==> config.mk <==
export PLATFORM = sky130hd
export DESIGN_NAME = burst_serializer
export DESIGN_NICKNAME = d
export VERILOG_FILES = /design/src/rtl/burst_serializer.sv
export SDC_FILE = /design/constraint.sdc
export NUM_CORES = 1
export LEC_CHECK = 0
export ABC_AREA = 1
export CAP_MARGIN = 15
export CORE_ASPECT_RATIO = 1.2
export CORE_MARGIN = 2
export CORE_UTILIZATION = 55
export DETAILED_ROUTE_END_ITERATION = 10
export GPL_TIMING_DRIVEN = 0
export PLACE_DENSITY_LB_ADDON = 0.15
export SLEW_MARGIN = 20
export SYNTH_ARGS = -nofsm -noshare
export SYNTH_HDL_FRONTEND = slang
export SYNTH_SLANG_ARGS = --single-unit
==> constraint.sdc <==
create_clock -name clk -period 3.54 [get_ports clk]
set_clock_uncertainty 0.2 [all_clocks]
set_input_delay 0.708 -clock clk [delete_from_list [all_inputs] [get_ports clk]]
set_output_delay 0.708 -clock clk [all_outputs]
set_load 0.1 [all_outputs]
==> src/rtl/burst_serializer.sv <==
// rtl/burst_serializer.sv - parallel burst in, fixed latency, serial word-per-ce out
// Optional build macro: BURST_SERIALIZER_REVERSE_EN (emit words M-1 down to 0)
module burst_serializer #(
  parameter int INITIAL_LATENCY = 3,
  parameter int M               = 5,
  parameter int PRECISION       = 5
) (
  input  logic                            clk,
  input  logic                            clr_n,
  input  logic                            ce,
  input  logic                            load,
  input  logic [M-1:0][PRECISION-1:0]     data_in,
  output logic                            ready,
  output logic [PRECISION-1:0]            data_out,
  output logic                            data_valid,
  output logic                            burst_last,
  output logic                            burst_done
);

  localparam int MAXV = (INITIAL_LATENCY > M) ? INITIAL_LATENCY : M;
  localparam int CW   = $clog2(MAXV) + 1;
  localparam logic [CW-1:0] LAT_LAST = CW'(INITIAL_LATENCY - 1);
  localparam logic [CW-1:0] LAST_IDX = CW'(M - 1);
  localparam logic [CW-1:0] M_END    = CW'(M);
`ifdef BURST_SERIALIZER_REVERSE_EN
  localparam bit REVERSE = 1'b1;
`else
  localparam bit REVERSE = 1'b0;
`endif

  typedef enum logic [1:0] {IDLE, LATENCY, STREAMING} state_t;

  state_t                        state, state_nx;
  logic [CW-1:0]                 count, count_nx;
  logic [M-1:0][PRECISION-1:0]   buffer, buffer_nx;
  logic [PRECISION-1:0]          data_out_nx;
  logic                          data_valid_nx, burst_last_nx, burst_done_nx;
  logic [CW-1:0]                 idx;
  logic [PRECISION-1:0]          word;

  // Word select written as a compare loop so the index width never has to match the array
  always_comb begin
    idx  = REVERSE ? (LAST_IDX - count) : count;
    word = '0;
    for (int i = 0; i < M; i++) begin
      if (idx == CW'(i)) word = buffer[i];
    end
  end

  always_comb begin
    state_nx      = state;
    count_nx      = count;
    buffer_nx     = buffer;
    data_out_nx   = data_out;
    data_valid_nx = data_valid;
    burst_last_nx = burst_last;
    burst_done_nx = burst_done;
    case (state)
      IDLE: begin
        burst_done_nx = 1'b0;
        if (load) begin
          buffer_nx = data_in;
          count_nx  = '0;
          state_nx  = (INITIAL_LATENCY == 0) ? STREAMING : LATENCY;
        end
      end
      LATENCY: begin
        if (count == LAT_LAST) begin
          count_nx = '0;
          state_nx = STREAMING;
        end else begin
          count_nx = count + 1'b1;
        end
      end
      STREAMING: begin
        // One extra edge after the last word retires the burst
        if (count == M_END) begin
          state_nx      = IDLE;
          data_valid_nx = 1'b0;
          burst_last_nx = 1'b0;
          burst_done_nx = 1'b1;
        end else begin
          data_out_nx   = word;
          data_valid_nx = 1'b1;
          burst_last_nx = (count == LAST_IDX);
          count_nx      = count + 1'b1;
        end
      end
      default: state_nx = IDLE;
    endcase
  end

  always_ff @(posedge clk) begin
    if (!clr_n) begin
      state      <= IDLE;
      count      <= '0;
      buffer     <= '0;
      data_out   <= '0;
      data_valid <= 1'b0;
      burst_last <= 1'b0;
      burst_done <= 1'b0;
    end else if (ce) begin
      state      <= state_nx;
      count      <= count_nx;
      buffer     <= buffer_nx;
      data_out   <= data_out_nx;
      data_valid <= data_valid_nx;
      burst_last <= burst_last_nx;
      burst_done <= burst_done_nx;
    end
  end

  assign ready = (state == IDLE);

endmodule

==> impl_summary.log, run 1 <==
[metrics] outcome: complete, no violations
[metrics] fill cell count: between 200 and 300
[metrics] Global Route met1 Usage: 26.03%
[metrics] setup-violating endpoint count in the final report: 0
[metrics] Hold Worst Slack: 246.8 ps
[metrics] number of instances in the synthesized netlist: about 280
[metrics] total count of max-transition violations in the final report: 0
[metrics] final cell count without fillers: between 300 and 400
[metrics] period utilisation layout: a little under nine tenths
[metrics] largest vdd supply drop: 0.4044 mV
[metrics] Core Region: between 3000 and 4000 um2
[metrics] power density over the cells: about 490 nW/um2
[metrics] final antenna-violating net count: 0
[metrics] count of vias placed by the detailed router: 1825
[metrics] count of different cell masters after synthesis: 21
[metrics] Port Buf Inserts: 36
[metrics] largest cells by area after synthesis: dfxtp_1 (41%), a21oi_1 (9.7%), o21ai_0 (9.2%)
[metrics] Synthesis Warnings: 0
[metrics] wire length reported by the detailed router: approximately 4 mm
[metrics] clock tree root buffer cell: clkbuf_8
[metrics] worst rel slew slack: 35.37%
[metrics] Num CTS Buffers: 5
[metrics] portion of synthesized cell area occupied by the leading cell type: around two fifths
[metrics] sequential area share after synthesis: between 40% and 50%
[metrics] drt via density: approximately 5.1
[metrics] depth of the worst register-to-register path: 8
[metrics] DIE AREA: between 3000 and 4000 um2
[metrics] Worst-Margin Slew: approximately 970 ps
[metrics] cell depth of the worst hold path: 2
[metrics] Crit Path Category: flip-flop to output port
[metrics] layout overhead on the synthesized area: 27.46%
[metrics] commonest non-fill, non-tap cell in the layout: nand2_1
[metrics] width of the die: around 58 um
[metrics] total congestion overflow: 0
[metrics] Antenna Cells: 0
[metrics] first-pass GRT wire length: approximately 6.9 mm
[metrics] synthesized cell area: ~1900 um2
[metrics] per-cell routed wire length: approximately 11 um
[metrics] antenna violations before repair: 0
[metrics] Total Neg Setup Slack: 0 ps
[metrics] H-tree levels: 2
[metrics] peak fanout along the critical path: 6
[metrics] ratio of cells with drive above 1 in the final layout: approximately 6.6%
[metrics] worst min-delay path category: flip-flop to flip-flop
[metrics] overall fraction of global-route tracks in use: 22.68%
[metrics] Worst Path Required: 2630 ps
[metrics] Global Route met2 Usage: between 40% and 50%
[metrics] Final Net Count: 354
[metrics] number of DRC violations after detailed routing: 0
[metrics] Detail Placement HPWL: roughly 3.0 mm
[metrics] syn avg cell area: 6.943 um2
[metrics] cts-stage hold buffer count: 0
[metrics] Clock Pin Slew Worst Setup and Hold Paths: 70 ps
[metrics] combined flip-flop and latch cell area: 780.7 um2
[metrics] First DRT Iteration DRCs: 65
[metrics] RSZ-0062 raised after global routing: no
[metrics] insertion delay of the later-clocked pin in the worst-skew pair: 290 ps
[metrics] clock tree from TritonCTS: yes
[metrics] total instance count after detailed placement: 348
[metrics] number of maximum-capacitance violations: 0
[metrics] leakage power total: around 1 nW
[metrics] effective utilization at floorplan: a little under three fifths
[metrics] Placer Congestion: around 0.85
[metrics] row cnt: 23
[metrics] first-pass detailed-route iteration total: 4
[metrics] number of top-level pins: 38
[metrics] area of combinational cells with multiple inputs: 890.9 um2
[metrics] number of clock sinks seen by CTS: 39
[metrics] final count of hold timing violations: 0
[metrics] count of buffers added by post-CTS timing repair for setup: 0
[metrics] Syn Nets: between 300 and 400
[metrics] clock buffer depth: 2
[metrics] worst path arrival time: 2100 ps
[metrics] cell accounting for the most synthesized area: dfxtp_1
[metrics] most frequent cells in the layout: nand2_1 (46), inv_1 (45), dfxtp_1 (39), a21oi_1 (37), clkdlybuf4s50_1 (36)
[metrics] number of flip-flops and latches in the synthesized netlist: 39
[metrics] pin count of the biggest net entering global routing: 13
[metrics] via count of the first global-routing pass: approximately 1700
[metrics] Worst setup EP type: output port
[metrics] Final Critical Period: about 3000 ps
[metrics] met3 Usage GRT: 5.597%
[metrics] die extent in y: about 69 um
[metrics] number of cells upsized or downsized after cts: 0
[metrics] fmax: 332.1 MHz
[metrics] Critical Path Source Type: flip-flop
[metrics] grt peak-use layer: met2
## layer usage
| layer | share of wire [%] | vias to the layer above |
|---|---|---|
| li1 | - | 967 |
| met3 | 5.6 | 6 |
| met4 | 1.6 | 0 |
| met5 | 0 | - |
| met2 | 50 | 42 |
| met1 | 43 | 810 |
## report_power, final
| group | switching (W) | internal (W) | leakage, nW |
|---|---|---|---|
| Sequential | 0.0000189 | 0.000480 | 0.319 |
| Clock | 0.000152 | 0.000228 | 0.0612 |
| Combinational | 0.000200 | 0.000113 | 0.614 |
## final timing paths
kind / startpoint / endpoint / slack [ps]
hold / removal: buffer[8] / buffer[8] / 250
hold reg to reg: buffer[8] / buffer[8] / 250
setup / recovery: state[0] / ready / 530
setup reg to reg: count[0] / data_out[4] / 1630
## logic make-up (layout without fill, tap and decap cells)
family,Yosys count,count (layout),share of synthesized area (%)
AO/OA/AOI/OAI,76,76,20.05
AND/OR/NAND/NOR,92,92,22.02
buffers and inverters,61,105,12.45
flip-flops,39,39,40.89
adder cells (fa/ha/maj),7,7,4.587
## critical path, stage by stage (launching register included)
cell and delay, ps:
dfxtp_1 330, inv_1 80, ha_1 240, clkdlybuf4s50_1 1160
## sequential cells by signal, indices dropped and copies added (netlist names)
signal / cells
buffer: 25
data_out: 5
count: 4
state: 2
burst_done: 1
burst_last: 1
data_valid: 1
## synth_stat cells, drive strengths merged
cell,number
a21boi,1
a21oi,37
buf,3
clkbuf,7
clkinv,3
dfxtp,39
ha,7
inv,48
nand2,50
nand3,27
nor2,14
nor3,1
o21ai,38
## per-stage QoR
step           power (W)  area [um2]  util (%)  setup WS [ps]
6_report        0.001191        2434     72.90          529.2
5_1_grt         0.001259        2434     72.90          429.9
4_1_cts         0.001195        2434     72.90          513.8
3_5_place_dp   0.0008201        2316     69.38          830.7
3_3_place_gp   0.0008139        2316     69.38          845.4
2_1_floorplan  0.0007313        1909         -           1247
## area by class of cell
type / instances / area share (%)
inverter: 51 / 7.866
buffer: 10 / 1.902
sequential: 39 / 32.08
multi-input combinational: 175 / 36.61
timing repair buffer: 36 / 14.81
clock buffer: 6 / 3.393
tap: 37 / 1.902
clock inverter: 2 / 1.440
Power figures use the tool's default switching activity.
==> run 2, diff against run 1 <==
- CORE_UTILIZATION: 55 -> 60
- DONT_BUFFER_PORTS: default -> 1
==> run 2 against run 1 <==
Clock power down 35%; largest cell class unchanged; final cell count decreased by 10%; setup slack gained 310 ps; design area shrank 17%; fmax up 11%; utilization shrank 6.8 points.
==> impl_summary.log, run 2 (synthesis results as in run 1) <==
[metrics] outcome: complete, no violations
[metrics] die extent in y: 65.80 um (-4.0%)
[metrics] largest vdd supply drop: 0.3597 mV (-11%)
[metrics] leakage power total: 0.8316 nW (-16%)
[metrics] Tot Pwr: 0.001017 W (-15%)
[metrics] number of buffer and inverter instances along the worst setup path: 2 (unchanged)
[metrics] First DRT Iteration DRCs: 78 (+20%)
[metrics] Antenna Cells: 0 (unchanged)
[metrics] H-tree levels: 2 (unchanged)
[metrics] antenna violations before repair: 0 (unchanged)
[metrics] Core Region: 3055 um2 (-8.5%)
[metrics] power density over the cells: 504.0 nW/um2 (+3.0%)
[metrics] Final Net Count: 318 (-10%)
[metrics] width of the die: 55.50 um (-4.0%)
[metrics] Placer Congestion: 0.8599 (+1.2%)
[metrics] combined flip-flop and latch cell area: 780.7 um2 (unchanged)
[metrics] per-cell routed wire length: 11.75 um (+4.7%)
[metrics] layout overhead on the synthesized area: 5.701%
[metrics] pin count of the biggest net entering global routing: 13 (unchanged)
[metrics] most frequent cells in the layout: nand2_1 (46), inv_1 (45), dfxtp_1 (39), a21oi_1 (37), o21ai_0 (35)
[metrics] count of vias placed by the detailed router: 1654 (-9.4%)
[metrics] number of clock sinks seen by CTS: 39 (unchanged)
[metrics] worst path arrival time: 2730 ps (+630 ps)
[metrics] via count of the first global-routing pass: 1489 (-12%)
[metrics] clock tree from TritonCTS: yes
[metrics] insertion delay of the later-clocked pin in the worst-skew pair: 360 ps (+70 ps)
[metrics] clock buffer depth: 2 (unchanged)
[metrics] wire length reported by the detailed router: 3.747 mm (-6.2%)
[metrics] number of cells upsized or downsized after cts: 0 (unchanged)
[metrics] Critical Path Source Type: flip-flop
[metrics] number of DRC violations after detailed routing: 0 (unchanged)
[metrics] Worst Path Required: 3570 ps (+940 ps)
[metrics] RSZ-0062 raised after global routing: no
[metrics] worst min-delay path category: flip-flop to flip-flop
[metrics] commonest non-fill, non-tap cell in the layout: nand2_1
[metrics] setup-violating endpoint count in the final report: 0 (unchanged)
[metrics] Port Buf Inserts: 0 (-100%)
[metrics] overall fraction of global-route tracks in use: 22.50% (-0.19 points)
[metrics] register ranked first by flip-flop count: buffer
[metrics] Total Neg Setup Slack: 0 ps (unchanged)
[metrics] fill cell count: 299 (+4.5%)
[metrics] family with the most delay on the worst path: adder cells
[metrics] Num CTS Buffers: 5 (unchanged)
[metrics] drt via density: 5.185 (+1.1%)
[metrics] Worst-Margin Slew: 1113 ps (+146.2 ps)
[metrics] effective utilization at floorplan: 62.49% (+5.3 points)
[metrics] number of top-level pins: 38 (unchanged)
[metrics] Worst Min Path Start: buffer[15]
[metrics] Detail Placement HPWL: 2.875 mm (-4.3%)
[metrics] total count of max-transition violations in the final report: 0 (unchanged)
[metrics] delay contributed by the slowest stage of the critical path: 900 ps (-260 ps)
[metrics] crit path from: state[1]
[metrics] top flop regs: buffer x25, data_out x5, count x4
[metrics] first-pass GRT wire length: 6.410 mm (-7.2%)
[metrics] period utilisation layout: 76.29% (-8.8 points)
[metrics] DIE AREA: 3651 um2 (-7.8%)
[metrics] clock tree root buffer cell: clkbuf_4
[metrics] cts-stage hold buffer count: 0 (unchanged)
[metrics] first-pass detailed-route iteration total: 4 (unchanged)
[metrics] Crit Reg-Reg Startpoint: state[1]
[metrics] Crit Path Category: flip-flop to flip-flop
[metrics] Critical Path, Cell by Cell: inv_1 > ha_1 > nand3_1 > clkbuf_1 > o21ai_0 > a21oi_1
[metrics] slowest CP cell: ha_1
[metrics] total congestion overflow: 0 (unchanged)
[metrics] final count of hold timing violations: 0 (unchanged)
[metrics] count of buffers added by post-CTS timing repair for setup: 0 (unchanged)
[metrics] number of maximum-capacitance violations: 0 (unchanged)
[metrics] ratio of cells with drive above 1 in the final layout: 7.067% (+0.48 points)
[metrics] final antenna-violating net count: 0 (unchanged)
[metrics] Worst setup EP type: flip-flop
[metrics] peak fanout along the critical path: 10 (+4)
[metrics] Final Critical Period: 2701 ps (-310.1 ps)
[metrics] area of combinational cells with multiple inputs: 890.9 um2 (unchanged)
[metrics] worst rel slew slack: 25.82% (-9.5 points)
[metrics] Clock Pin Slew Worst Setup and Hold Paths: 120 ps (+50 ps)
[metrics] row cnt: 22 (-4.3%)
[metrics] number of flip-flops in the largest register: 25 (unchanged)
[metrics] fmax: 370.3 MHz (+11%)
-- run 2: worst paths after layout --
path                     end  slack [ps]  depth (start not counted)
setup / recovery  buffer[24]         840                          6
hold / removal    buffer[15]         250                          2
setup reg to reg  buffer[24]         840                          6
hold reg to reg   buffer[15]         250                          2
-- run 2: worst min-delay path, stage by stage (launching register included) --
cell,delay (ps)
dfxtp_1,330
inv_1,50
a21oi_1,40
-- run 2: where the power goes --
group | switching [W] | internal, W | total (W)
clock | 0.000147 | 0.0000986 | 0.000246
sequential | 0.0000401 | 0.000479 | 0.000519
combinational | 0.000173 | 0.0000786 | 0.000252
-- run 2: area by class of cell --
class	count	area share [%]
clock buffers	7	2.728
plain buffers	10	2.294
multi-input cells	175	44.14
inverters	51	9.485
clock inverters	1	0.4340
flip-flops and latches	39	38.69
well taps	36	2.232
-- run 2: per-layer routing --
metal	part of all wire (%)	wire length [um]	global-route usage [%]	vias up
met5	0	0	0	-
met4	1.8	67	9.146	0
met3	4.1	153	5.479	8
met2	47	1754	36.16	34
met1	47	1772	29.03	717
li1	-	-	-	895
-- run 2: metrics by stage --
stage	cells	hold slack, ps	instance area, um2	worst slack [ps]	util, %
after CTS	319	256.5	2018	865.7	66.05
final	319	253.1	2018	839.3	66.05
after global placement	311	234.9	1954	961.7	63.96
after global routing	319	276.6	2018	694.3	66.05
after floorplan	275	223.7	1909	1247	-
after detailed placement	311	239.3	1954	912.7	63.96
==> run 3, diff against run 2 <==
- CORE_UTILIZATION: 60 -> 56
- clock period: 3.54 -> 2.25 ns (I/O delays scaled with it)
==> run 3 against run 2 <==
Count of clock-buffer cells in the layout did not move; via count increased by 1.9%; global-route usage down 0.92 points; clock power up 80%; setup slack got worse by 620 ps; utilization shrank 4.1 points.
==> impl_summary.log, run 3 (synthesis results as in run 1) <==
[metrics] outcome: complete, no violations
[metrics] fin worst setup slack: 223.9 ps (-615.4 ps)
[metrics] Worst Hold Endpoint: buffer[16]
[metrics] number of DRC violations after detailed routing: 0 (unchanged)
[metrics] RSZ-0062 raised after global routing: no
[metrics] Detail Placement HPWL: 2.938 mm (+2.2%)
[metrics] layout overhead on the synthesized area: 7.340%
[metrics] Worst-Margin Slew: 968.0 ps (-144.7 ps)
[metrics] overall fraction of global-route tracks in use: 21.58% (-0.92 points)
[metrics] Worst Min Path Start: data_in[16]
[metrics] period utilisation layout: 90.05% (+14 points)
[metrics] via count of the first global-routing pass: 1502 (+0.87%)
[metrics] Critical Path Source Type: flip-flop
[metrics] finished layout cell area: 2049 um2 (+1.5%)
[metrics] width of the die: 57.31 um (+3.3%)
[metrics] power density over the cells: 818.7 nW/um2 (+62%)
[metrics] cell depth of the worst hold path: 2 (unchanged)
[metrics] total congestion overflow: 0 (unchanged)
[metrics] Hold Worst Slack: 159.6 ps (-93.51 ps)
[metrics] number of flip-flops in the largest register: 25 (unchanged)
[metrics] per-cell routed wire length: 12.53 um (+6.7%)
[metrics] Placer Congestion: 0.8172 (-5.0%)
[metrics] largest vdd supply drop: 0.7358 mV (+100%)
[metrics] First DRT Iteration DRCs: 36 (-54%)
[metrics] fill cell count: 340 (+14%)
[metrics] pre-CTS worst setup slack: 22.99 ps (-889.7 ps)
[metrics] die extent in y: 67.97 um (+3.3%)
[metrics] row cnt: 23 (+4.5%)
[metrics] depth of the worst register-to-register path: 6 (unchanged)
[metrics] placed inst area: 1958 um2 (+0.19%)
[metrics] Total Neg Setup Slack: 0 ps (unchanged)
[metrics] top flop regs: buffer x25, data_out x5, count x4
[metrics] setup-violating endpoint count in the final report: 0 (unchanged)
[metrics] total count of max-transition violations in the final report: 0 (unchanged)
[metrics] final count of hold timing violations: 0 (unchanged)
[metrics] Core Region: 3309 um2 (+8.3%)
[metrics] leakage power total: 0.8394 nW (+0.95%)
[metrics] most frequent cells in the layout: nand2_1 (46), inv_1 (45), dfxtp_1 (39), a21oi_1 (37), o21ai_0 (35)
[metrics] worst rel slew slack: 35.38% (+9.6 points)
[metrics] number of top-level pins: 38 (unchanged)
[metrics] register ranked first by flip-flop count: buffer
[metrics] wire length reported by the detailed router: 4.011 mm (+7.0%)
[metrics] cts-stage hold buffer count: 0 (unchanged)
[metrics] commonest non-fill, non-tap cell in the layout: nand2_1
[metrics] count of vias placed by the detailed router: 1685 (+1.9%)
[metrics] Clock Pin Slew Worst Setup and Hold Paths: 70 ps (-50 ps)
[metrics] Crit Path Category: flip-flop to flip-flop
[metrics] first-pass GRT wire length: 6.492 mm (+1.3%)
[metrics] ratio of cells with drive above 1 in the final layout: 7.067% (unchanged)
[metrics] final antenna-violating net count: 0 (unchanged)
[metrics] number of clock sinks seen by CTS: 39 (unchanged)
[metrics] reg2reg end: buffer[4]
[metrics] number of maximum-capacitance violations: 0 (unchanged)
[metrics] Num CTS Buffers: 5 (unchanged)
[metrics] H-tree levels: 2 (unchanged)
[metrics] first-pass detailed-route iteration total: 4 (unchanged)
[metrics] Crit Reg-Reg Startpoint: state[0]
[metrics] clock tree root buffer cell: clkbuf_8
[metrics] insertion delay of the later-clocked pin in the worst-skew pair: 280 ps (-80 ps)
[metrics] pin count of the biggest net entering global routing: 12 (-1)
[metrics] Final Critical Period: 2026 ps (-674.6 ps)
[metrics] drt via density: 5.266 (+1.6%)
[metrics] Port Buf Inserts: 0 (unchanged)
[metrics] worst path arrival time: 1980 ps (-750 ps)
[metrics] worst min-delay path category: primary input to flip-flop
[metrics] peak fanout along the critical path: 10 (unchanged)
[metrics] clock tree from TritonCTS: yes
[metrics] antenna violations before repair: 0 (unchanged)
[metrics] setup slack of the worst register-to-register path: 220 ps (-620 ps)
[metrics] DIE AREA: 3895 um2 (+6.7%)
[metrics] Worst setup EP type: flip-flop
[metrics] effective utilization at floorplan: 57.69% (-4.8 points)
[metrics] Post-Route Utilization: 61.93% (-4.1 points)
[metrics] fmax: 493.6 MHz (+33%)
[metrics] clock buffer depth: 2 (unchanged)
[metrics] Final Net Count: 318 (unchanged)
[metrics] Antenna Cells: 0 (unchanged)
[metrics] Worst Path Required: 2210 ps (-1360 ps)
run 3: cell counts in the layout (fill, tap and decap cells not counted):
Identical to the previous run, type by type.
run 3: metrics by stage:
step | std cells | power (W)
global placement | 312 | 0.001229
global route | 320 | 0.001781
floorplan | 275 | 0.001153
detailed placement | 312 | 0.001236
finish | 320 | 0.001678
CTS | 320 | 0.001678
run 3: worst max path at each step:
stage,startpoint,end,slack [ps],cells past startpoint
2_1_floorplan,state[1],buffer[14],340,6
3_3_place_gp,state[0],buffer[24],20,6
3_5_place_dp,state[0],buffer[9],20,6
4_1_cts,state[0],buffer[4],10,6
5_1_grt,state[0],buffer[9],90,6
6_report,state[0],buffer[4],220,6
run 3: routing by layer:
layer / vias to the layer above / global-route usage (%) / wire [um]
li1: 893 / - / -
met1: 750 / 27.24 / 1909
met2: 40 / 36.49 / 1918
met3: 2 / 5.293 / 172
met4: 0 / 6.686 / 10
met5: - / 0 / 0
run 3: layout make-up:
cell class / count / area, um2 / share of cell area (%)
plain buffers: 10 / 46.29 / 2.259
clock buffers: 7 / 76.32 / 3.724
clock inverters: 1 / 5.005 / 0.2442
inverters: 51 / 191.4 / 9.341
multi-input cells: 175 / 903.4 / 44.08
flip-flops and latches: 39 / 780.7 / 38.10
well taps: 37 / 46.29 / 2.259
run 3: worst max-delay path: stages (launching register included):
cell and delay, ps:
dfxtp_1 330, inv_1 120, ha_4 380, nand3_1 260, clkbuf_1 310, o21ai_0 240
a21oi_1 70
run 3: what timing repair did:
action                     CTS  global route
setup endpoints to repair    0            25
buffers inserted             0             0
resized for setup            0             1
run 3: power by group:
group,internal [W],total (W),switching (W)
combinational,0.000135,0.000417,0.000281
sequential,0.000755,0.000817,0.0000625
clock,0.000217,0.000444,0.000227
